File: src/rtl/token_access_arbiter_pkg.sv
// Shared types and helpers for the token access arbiter.
package access_pkg;

   typedef enum logic [1:0] {
      IDLE    = 2'd0,
      CHECK   = 2'd1,
      GRANT   = 2'd2,
      RELEASE = 2'd3
   } state_t;

   localparam int unsigned DEF_TOKEN_W = 3;
   localparam int unsigned DEF_DATA_W  = 8;

   // Bits needed to index 'value' entries; never less than one.
   function automatic int unsigned clog2(input int unsigned value);
      int unsigned w;
      w = 1;
      while ((64'd1 << w) < 64'(value)) w = w + 1;
      return w;
   endfunction

endpackage

File: src/rtl/token_access_arbiter_if.sv
// Requester-side and controller-side signals of the token access arbiter.
interface token_access_arbiter_if #(
   parameter int unsigned NUM_USERS = 4,
   parameter int unsigned TOKEN_W   = 3,
   parameter int unsigned DATA_W    = 8
);
   logic [TOKEN_W-1:0]           system_token;
   logic [NUM_USERS-1:0]         req;
   logic [NUM_USERS*TOKEN_W-1:0] user_token;
   logic [NUM_USERS*DATA_W-1:0]  user_data;
   logic [NUM_USERS-1:0]         user_done;
   logic [NUM_USERS-1:0]         grant;
   logic [NUM_USERS-1:0]         denied;
   logic [NUM_USERS-1:0]         locked;
   logic                         busy;
   logic                         ctl_request;
   logic                         ctl_confirm;
   logic [TOKEN_W-1:0]           ctl_user_token;
   logic [DATA_W-1:0]            ctl_TimeData;

   modport master (
      output system_token, req, user_token, user_data, user_done,
      input  grant, denied, locked, busy,
      input  ctl_request, ctl_confirm, ctl_user_token, ctl_TimeData
   );

   modport slave (
      input  system_token, req, user_token, user_data, user_done,
      output grant, denied, locked, busy,
      output ctl_request, ctl_confirm, ctl_user_token, ctl_TimeData
   );
endinterface

File: src/rtl/token_access_arbiter_rr_pick.sv
// Round-robin first-one search over 'eligible', starting just after 'last'.
module rr_pick #(
   parameter int unsigned N     = 4,
   parameter int unsigned IDX_W = 2
) (
   input  logic [N-1:0]     eligible,
   input  logic [IDX_W-1:0] last,
   output logic [IDX_W-1:0] idx_c,
   output logic             valid_c
);

   logic [IDX_W-1:0] pos;

   always_comb begin
      idx_c   = '0;
      valid_c = 1'b0;
      pos     = '0;
      for (int unsigned k = 1; k <= N; k++) begin
         pos = IDX_W'((32'(last) + k) % N);
         if (!valid_c && eligible[pos]) begin
            valid_c = 1'b1;
            idx_c   = pos;
         end
      end
   end

endmodule

File: src/rtl/token_access_arbiter.sv
// Round-robin arbiter that token-checks one requester at a time and forwards it
// to the shared controller; repeated token failures lock a requester out.
module token_access_arbiter
   import access_pkg::*;
#(
   parameter int unsigned NUM_USERS      = 4,
   parameter int unsigned TOKEN_W        = DEF_TOKEN_W,
   parameter int unsigned DATA_W         = DEF_DATA_W,
   parameter int unsigned MAX_FAILS      = 3,
   parameter int unsigned LOCKOUT_CYCLES = 16,
   parameter int unsigned HOLD_MAX       = 32
) (
   input logic                  clock,
   input logic                  reset,
   token_access_arbiter_if.slave bus
);

   localparam int unsigned IDX_W  = clog2(NUM_USERS);
   localparam int unsigned FAIL_W = clog2(MAX_FAILS + 1);
   localparam int unsigned LOCK_W = clog2(LOCKOUT_CYCLES + 1);
   localparam int unsigned HOLD_W = clog2(HOLD_MAX);

   state_t               state, state_nxt;
   logic [IDX_W-1:0]     sel, sel_nxt, last, last_nxt, pick_idx_c;
   logic                 pick_valid_c;
   logic [HOLD_W-1:0]    hold_cnt, hold_nxt;
   logic [NUM_USERS-1:0] eligible_c, sel_onehot_c, locked_q;
   logic [NUM_USERS-1:0] grant_nxt, denied_nxt;
   logic                 busy_nxt, request_nxt, confirm_nxt, token_ok_c;
   logic [TOKEN_W-1:0]   ctl_token_nxt;
   logic [DATA_W-1:0]    ctl_data_nxt;
   logic [TOKEN_W-1:0]   tok_arr  [NUM_USERS];
   logic [DATA_W-1:0]    data_arr [NUM_USERS];

   assign eligible_c   = bus.req & ~locked_q;
   assign sel_onehot_c = NUM_USERS'(1) << sel;
   assign token_ok_c   = (tok_arr[sel] == bus.system_token);
   assign bus.locked   = locked_q;

   rr_pick #(
      .N     (NUM_USERS),
      .IDX_W (IDX_W)
   ) u_pick (
      .eligible (eligible_c),
      .last     (last),
      .idx_c    (pick_idx_c),
      .valid_c  (pick_valid_c)
   );

   // Per-user operand slicing plus fail and lockout bookkeeping.
   for (genvar i = 0; i < NUM_USERS; i++) begin : g_user
      logic [FAIL_W-1:0] fail_cnt;
      logic [LOCK_W-1:0] lock_cnt;
      logic              lock_bit;
      logic              check_here_c;

      assign tok_arr[i]   = bus.user_token[i*TOKEN_W +: TOKEN_W];
      assign data_arr[i]  = bus.user_data[i*DATA_W +: DATA_W];
      assign check_here_c = (state == CHECK) && (sel == IDX_W'(i));
      assign locked_q[i]  = lock_bit;

      always_ff @(posedge clock) begin
         if (reset) begin
            fail_cnt <= '0;
            lock_cnt <= '0;
            lock_bit <= 1'b0;
         end else begin
            if (lock_cnt != '0) begin
               lock_cnt <= lock_cnt - LOCK_W'(1);
               if (lock_cnt == LOCK_W'(1)) lock_bit <= 1'b0;
            end
            if (check_here_c) begin
               if (token_ok_c) begin
                  fail_cnt <= '0;
               end else if (fail_cnt == FAIL_W'(MAX_FAILS - 1)) begin
                  fail_cnt <= '0;
                  lock_bit <= 1'b1;
                  lock_cnt <= LOCK_W'(LOCKOUT_CYCLES);
               end else begin
                  fail_cnt <= fail_cnt + FAIL_W'(1);
               end
            end
         end
      end
   end

   always_ff @(posedge clock) begin
      if (reset) state <= IDLE;
      else       state <= state_nxt;
   end

   always_comb begin
      state_nxt     = state;
      sel_nxt       = sel;
      last_nxt      = last;
      hold_nxt      = hold_cnt;
      grant_nxt     = bus.grant;
      denied_nxt    = '0;
      request_nxt   = bus.ctl_request;
      confirm_nxt   = bus.ctl_confirm;
      ctl_token_nxt = bus.ctl_user_token;
      ctl_data_nxt  = bus.ctl_TimeData;
      case (state)
         IDLE: begin
            if (pick_valid_c) begin
               sel_nxt   = pick_idx_c;
               state_nxt = CHECK;
            end
         end
         CHECK: begin
            if (token_ok_c) begin
               grant_nxt   = sel_onehot_c;
               request_nxt = 1'b1;
               confirm_nxt = 1'b1;
               hold_nxt    = '0;
               state_nxt   = GRANT;
            end else begin
               denied_nxt = sel_onehot_c;
               last_nxt   = sel;
               state_nxt  = IDLE;
            end
         end
         GRANT: begin
            // Token is only checked once; later values are forwarded as-is.
            ctl_token_nxt = tok_arr[sel];
            ctl_data_nxt  = data_arr[sel];
            hold_nxt      = hold_cnt + HOLD_W'(1);
            if (bus.user_done[sel] || !bus.req[sel] ||
                (hold_cnt == HOLD_W'(HOLD_MAX - 1))) begin
               state_nxt = RELEASE;
            end
         end
         RELEASE: begin
            grant_nxt     = '0;
            request_nxt   = 1'b0;
            confirm_nxt   = 1'b0;
            ctl_token_nxt = '0;
            ctl_data_nxt  = '0;
            last_nxt      = sel;
            state_nxt     = IDLE;
         end
         default: state_nxt = IDLE;
      endcase
      busy_nxt = (state_nxt != IDLE);
   end

   always_ff @(posedge clock) begin
      if (reset) begin
         sel                <= '0;
         last               <= IDX_W'(NUM_USERS - 1);
         hold_cnt           <= '0;
         bus.grant          <= '0;
         bus.denied         <= '0;
         bus.busy           <= 1'b0;
         bus.ctl_request    <= 1'b0;
         bus.ctl_confirm    <= 1'b0;
         bus.ctl_user_token <= '0;
         bus.ctl_TimeData   <= '0;
      end else begin
         sel                <= sel_nxt;
         last               <= last_nxt;
         hold_cnt           <= hold_nxt;
         bus.grant          <= grant_nxt;
         bus.denied         <= denied_nxt;
         bus.busy           <= busy_nxt;
         bus.ctl_request    <= request_nxt;
         bus.ctl_confirm    <= confirm_nxt;
         bus.ctl_user_token <= ctl_token_nxt;
         bus.ctl_TimeData   <= ctl_data_nxt;
      end
   end

endmodule

File: src/flat_wrapper.sv
// flat-port wrapper written by rule: the top's interface ports become plain ports
module token_access_arbiter_flat import access_pkg::*;
#(
   parameter int unsigned NUM_USERS      = 4,
   parameter int unsigned TOKEN_W        = DEF_TOKEN_W,
   parameter int unsigned DATA_W         = DEF_DATA_W,
   parameter int unsigned MAX_FAILS      = 3,
   parameter int unsigned LOCKOUT_CYCLES = 16,
   parameter int unsigned HOLD_MAX       = 32
)
  (clock, reset, bus_system_token, bus_req, bus_user_token, bus_user_data, bus_user_done, bus_grant, bus_denied, bus_locked, bus_busy, bus_ctl_request, bus_ctl_confirm, bus_ctl_user_token, bus_ctl_TimeData);
  token_access_arbiter_if #(.NUM_USERS(NUM_USERS), .TOKEN_W(TOKEN_W), .DATA_W(DATA_W)) bus_i ();
  input logic clock;
  input logic reset;
  input wire logic [$bits(bus_i.system_token)-1:0] bus_system_token;
  input wire logic [$bits(bus_i.req)-1:0] bus_req;
  input wire logic [$bits(bus_i.user_token)-1:0] bus_user_token;
  input wire logic [$bits(bus_i.user_data)-1:0] bus_user_data;
  input wire logic [$bits(bus_i.user_done)-1:0] bus_user_done;
  output wire logic [$bits(bus_i.grant)-1:0] bus_grant;
  output wire logic [$bits(bus_i.denied)-1:0] bus_denied;
  output wire logic [$bits(bus_i.locked)-1:0] bus_locked;
  output wire logic [$bits(bus_i.busy)-1:0] bus_busy;
  output wire logic [$bits(bus_i.ctl_request)-1:0] bus_ctl_request;
  output wire logic [$bits(bus_i.ctl_confirm)-1:0] bus_ctl_confirm;
  output wire logic [$bits(bus_i.ctl_user_token)-1:0] bus_ctl_user_token;
  output wire logic [$bits(bus_i.ctl_TimeData)-1:0] bus_ctl_TimeData;
  assign bus_i.system_token = bus_system_token;
  assign bus_i.req = bus_req;
  assign bus_i.user_token = bus_user_token;
  assign bus_i.user_data = bus_user_data;
  assign bus_i.user_done = bus_user_done;
  assign bus_grant = bus_i.grant;
  assign bus_denied = bus_i.denied;
  assign bus_locked = bus_i.locked;
  assign bus_busy = bus_i.busy;
  assign bus_ctl_request = bus_i.ctl_request;
  assign bus_ctl_confirm = bus_i.ctl_confirm;
  assign bus_ctl_user_token = bus_i.ctl_user_token;
  assign bus_ctl_TimeData = bus_i.ctl_TimeData;
  token_access_arbiter #(.NUM_USERS(NUM_USERS), .TOKEN_W(TOKEN_W), .DATA_W(DATA_W), .MAX_FAILS(MAX_FAILS), .LOCKOUT_CYCLES(LOCKOUT_CYCLES), .HOLD_MAX(HOLD_MAX)) u_core (.clock(clock), .reset(reset), .bus(bus_i));
endmodule
File: config.mk
export PLATFORM = sky130hd
export DESIGN_NAME = token_access_arbiter_flat
export DESIGN_NICKNAME = d
export VERILOG_FILES = /design/src/rtl/token_access_arbiter_pkg.sv /design/src/rtl/token_access_arbiter_if.sv /design/src/rtl/token_access_arbiter_rr_pick.sv /design/src/rtl/token_access_arbiter.sv /design/src/flat_wrapper.sv
export SDC_FILE = /design/constraint.sdc
export NUM_CORES = 1
export LEC_CHECK = 0
export ABC_AREA = 1
export BUFFER_PORTS_ARGS = -buffer_cell sky130_fd_sc_hd__buf_2
export CAP_MARGIN = 20
export CORE_MARGIN = 5
export CORE_UTILIZATION = 54
export DETAILED_ROUTE_END_ITERATION = 7
export GPL_ROUTABILITY_DRIVEN = 1
export GPL_TIMING_DRIVEN = 0
export MAX_ROUTING_LAYER = met4
export PLACE_DENSITY_LB_ADDON = 0.1
export REMOVE_ABC_BUFFERS = 1
export SLEW_MARGIN = 40
export SYNTH_ARGS = -nofsm -noshare
export SYNTH_HDL_FRONTEND = slang
export SYNTH_SLANG_ARGS = --single-unit
File: constraint.sdc
create_clock -name clock -period 1.96 [get_ports clock]
set_clock_uncertainty 0.2 [all_clocks]
set_input_delay 0.196 -clock clock [delete_from_list [all_inputs] [get_ports clock]]
set_output_delay 0.196 -clock clock [all_outputs]
set_load 0.01 [all_outputs]
==> qor.csv <==
metric;value;unit
status;completed;
final wirelength;8417;µm
final worst path period share;95.11;%
Core Region;6241;µm²
share of cells above drive strength 1;26.47;%
aggregate global routing overflow;0;
Hold EP;u_core.bus.ctl_TimeData[7];
Layout Utilization;68.10;%
Mapped Area;3413;µm²
final hold vios;0;
Post-Synth Adder-Cell Area;5.132;%
startpoint types;flip-flop;
fin nets;644;
CP arrival;1910;ps
R2R setup slack;100;ps
final setup violating endpoints;0;
Max-Cap Viols;0;
Worst Reg-to-Reg Cells;9;
root buf cell;clkbuf_8;
Sw Pwr;2.265;mW
register area share after synthesis;37.54;%
vias in the first global route;2984;
Num CTS Buffers;9;
H-tree depth;3;
DRT Pass-1 Iters;5;
Compound-Gate Fraction of Synth Area;12.79;%
internal power;3.390;mW
RSZ-0062 raised after global routing;true;
Worst Hold Slack;13.12;ps
Synth Area in Simple Gates;33.58;%
Min-Delay Path Class;in2reg;
worst r2r dst;u_core.g_user[1].lock_cnt[2];
xor/xnor cell area share of the yosys netlist;3.079;%
placed cell count;619;
post-route minimum period;1864;ps
WL per Instance;12.85;µm
largest family of logic cells by synthesized area;simple AND/OR/NAND/NOR gates;
Syn. warnings;0;
#FFs+latches synth;64;
Post-Layout Cell Count;655;
Die H;89.51;µm
CP Data Required Time;2000;ps
DR vias/cell;5.212;
Remaining DRCs;0;
area grow syn2layout;24.52;%
multiplexer area fraction after synthesis;0;%
largest net degree at the start of global routing;40;
Clk Latency, worst-skew pair;350;ps
Die W;89.51;µm
Max FO, Critical Path;4;
switch share;40.05;%
Clk pwr share;21.7;%
Worst-Margin Slew;717.7;ps
Clk pin slew, worst setup/hold paths;70;ps
PD cells;1330;nW/µm²
gr usage total;21.50;%
synthesized instance count;477;
WHS Path Cells;5;
Post-synth EDFFs;0;
Primary FF master, synth;dfxtp_1;
synth unique cells;36;
clock sinks;64;
Peak VDD IR;858.9;µV
fin area;4250;µm²
Mapped Avg Cell Area;7.156;µm²
Site Rows;29;
critical path endpoint category;flip-flop;
max-slew violations;0;
Max Fclk;0.5364;GHz
PortBufs;82;
Clock Tree Buf Depth;2;
Crit Path Class;reg2reg;
initial antenna violation count;0;
1st-iter DRT viols;204;
hold_sp;bus_user_data[23];
n_diodes;0;
share of power burned in registers;32.5;%
post-route ant nets;0;
Ports;83;
placed instance area;3815;µm²
Logic pwr share;45.8;%
Starting Density;54.69;%
Pleak;1.945;nW
Final HPWL DP;6027;µm
routability congestion estimate;0.8525;
ys async rst share;0;%
Crit Reg-Reg Startpoint;u_core.state[0];
Max-Slew Margin vs Limit;52.16;%
die area;8011;µm²
first-pass GRT wire length;13020;µm
Vias;3414;
Fin Setup TNS;0;ps
TritonCTS clock tree;yes;
[per-stage QoR]
step           worst slack [ps]  total power, mW
5_1_grt                  -95.90            6.124
6_report                  95.76            5.655
4_1_cts                   8.781            5.477
2_1_floorplan             61.57            3.651
3_3_place_gp             -490.2            4.099
3_5_place_dp             -524.0            4.181
[critical path, cell delays in order (launching register included)]
cell	delay, ps
dfxtp_1	420
inv_1	70
nor2_2	150
inv_1	120
nor2_1	200
inv_1	110
nor3_1	200
nand2_2	130
nand3_1	110
a21oi_1	50
[cells in the mapped netlist (all sizes together), types with 3 or more instances]
library cell	n	area share, %
nand2	137	16
dfxtp	64	38
nor2	43	5.1
inv	42	4.6
nand3	41	6.5
a21oi	40	5.9
a22oi	16	3.5
ha	14	5.1
o21ai	14	2.2
buf	12	2.6
nand4	11	2.0
nor3	10	1.8
xnor2	6	1.5
xor2	6	1.5
clkbuf	5	0.55
nand3b	5	1.2
a31oi	3	0.55
or2	3	0.55
[metal layers]
metal  up-vias  routed length, µm  GRT usage (%)  share of wire [%]
li1       1776                  -              -                  -
met1      1539               3613          25.62                 43
met2        87               4172          35.37                 50
met3        12                525          4.700                6.2
met4         0                106          8.254                1.3
met5         -                  0              -                  0
[area by class of cell]
class | count | area [µm²]
clock buffers | 14 | 182.7
clock inverters | 2 | 35.03
fillers | 549 | 1991
inverters | 43 | 172.7
flip-flops and latches | 64 | 1287
repair buffers | 101 | 563.0
multi-input cells | 354 | 1913
well taps | 77 | 96.34
[sequential cells by signal, summed over array words and instances (netlist names)]
| register | count |
|---|---|
| u_core.bus.grant | 4 |
| u_core.g_user.lock_bit | 4 |
| u_core.g_user.lock_cnt | 20 |
| u_core.bus.ctl_user_token | 3 |
| u_core.bus.denied | 4 |
| u_core.g_user.fail_cnt | 8 |
| u_core.sel | 2 |
| u_core.last | 2 |
| u_core.bus.ctl_request | 1 |
| u_core.state | 2 |
| u_core.hold_cnt | 5 |
| u_core.bus.ctl_TimeData | 8 |
| u_core.bus.busy | 1 |
[what timing repair did]
item                                    CTS  global route
gates resized for setup                   8            16
endpoints found under the setup margin   51            33
hold endpoints to repair                  2             0
cloned                                    0             2
hold buffers                              2             0
pin swaps                                 2             8
setup buffers                             2            14
[worst max path at each step]
stage | cells after the start | startpoint | endpoint | slack [ps]
after floorplan | 9 | u_core.sel[1] | u_core.g_user[2].lock_cnt[3] | 60
after global placement | 6 | u_core.state[1] | u_core.hold_cnt[3] | -490
after detailed placement | 9 | u_core.sel[1] | u_core.g_user[2].lock_cnt[2] | -520
after CTS | 11 | u_core.sel[0] | u_core.g_user[1].lock_cnt[2] | 9
after global routing | 9 | u_core.state[0] | u_core.g_user[0].lock_cnt[2] | -100
final | 9 | u_core.state[0] | u_core.g_user[1].lock_cnt[2] | 100
[power by group through the flow]
| stage | Clock (mW) | Sequential [mW] | Combinational (mW) |
|---|---|---|---|
| 2_1_floorplan | 0 | 1.81 | 1.84 |
| 3_3_place_gp | 0 | 1.84 | 2.26 |
| 3_5_place_dp | 0 | 1.85 | 2.33 |
| 4_1_cts | 1.25 | 1.85 | 2.38 |
| 5_1_grt | 1.31 | 1.88 | 2.93 |
| 6_report | 1.23 | 1.84 | 2.59 |
[logic make-up (layout without fill, tap and decap cells)]
group	Yosys count	after routing
and+or+nand+nor	251	252
AOI/OAI and AO/OA	76	76
DFF	64	64
buffers and inverters	60	160
adders and majority gates	14	14
xor gates and xnor gates	12	12
[cells in the final DEF, fill, tap and decap left out, types with 3 or more instances in the layout]
cell | synthesis | routed
nand4_1 | 11 | 11
nor2_1 | 40 | 36
buf_4 | 7 | 14
nand2_2 | 4 | 10
nor3_1 | 8 | 8
xnor2_1 | 6 | 6
nand3_1 | 39 | 39
nand2_1 | 129 | 123
ha_1 | 14 | 14
dfxtp_1 | 64 | 61
nand3b_1 | 4 | 4
inv_1 | 39 | 38
xor2_1 | 6 | 6
or2_2 | 3 | 3
clkbuf_8 | 0 | 13
nor2_2 | 2 | 3
a21oi_1 | 40 | 40
a22oi_1 | 16 | 16
a31oi_1 | 3 | 3
nand2_4 | 4 | 4
nor2_4 | 1 | 4
o21ai_0 | 11 | 11
buf_2 | 2 | 83
inv_4 | 0 | 3
(Power assumes the default switching activity.)
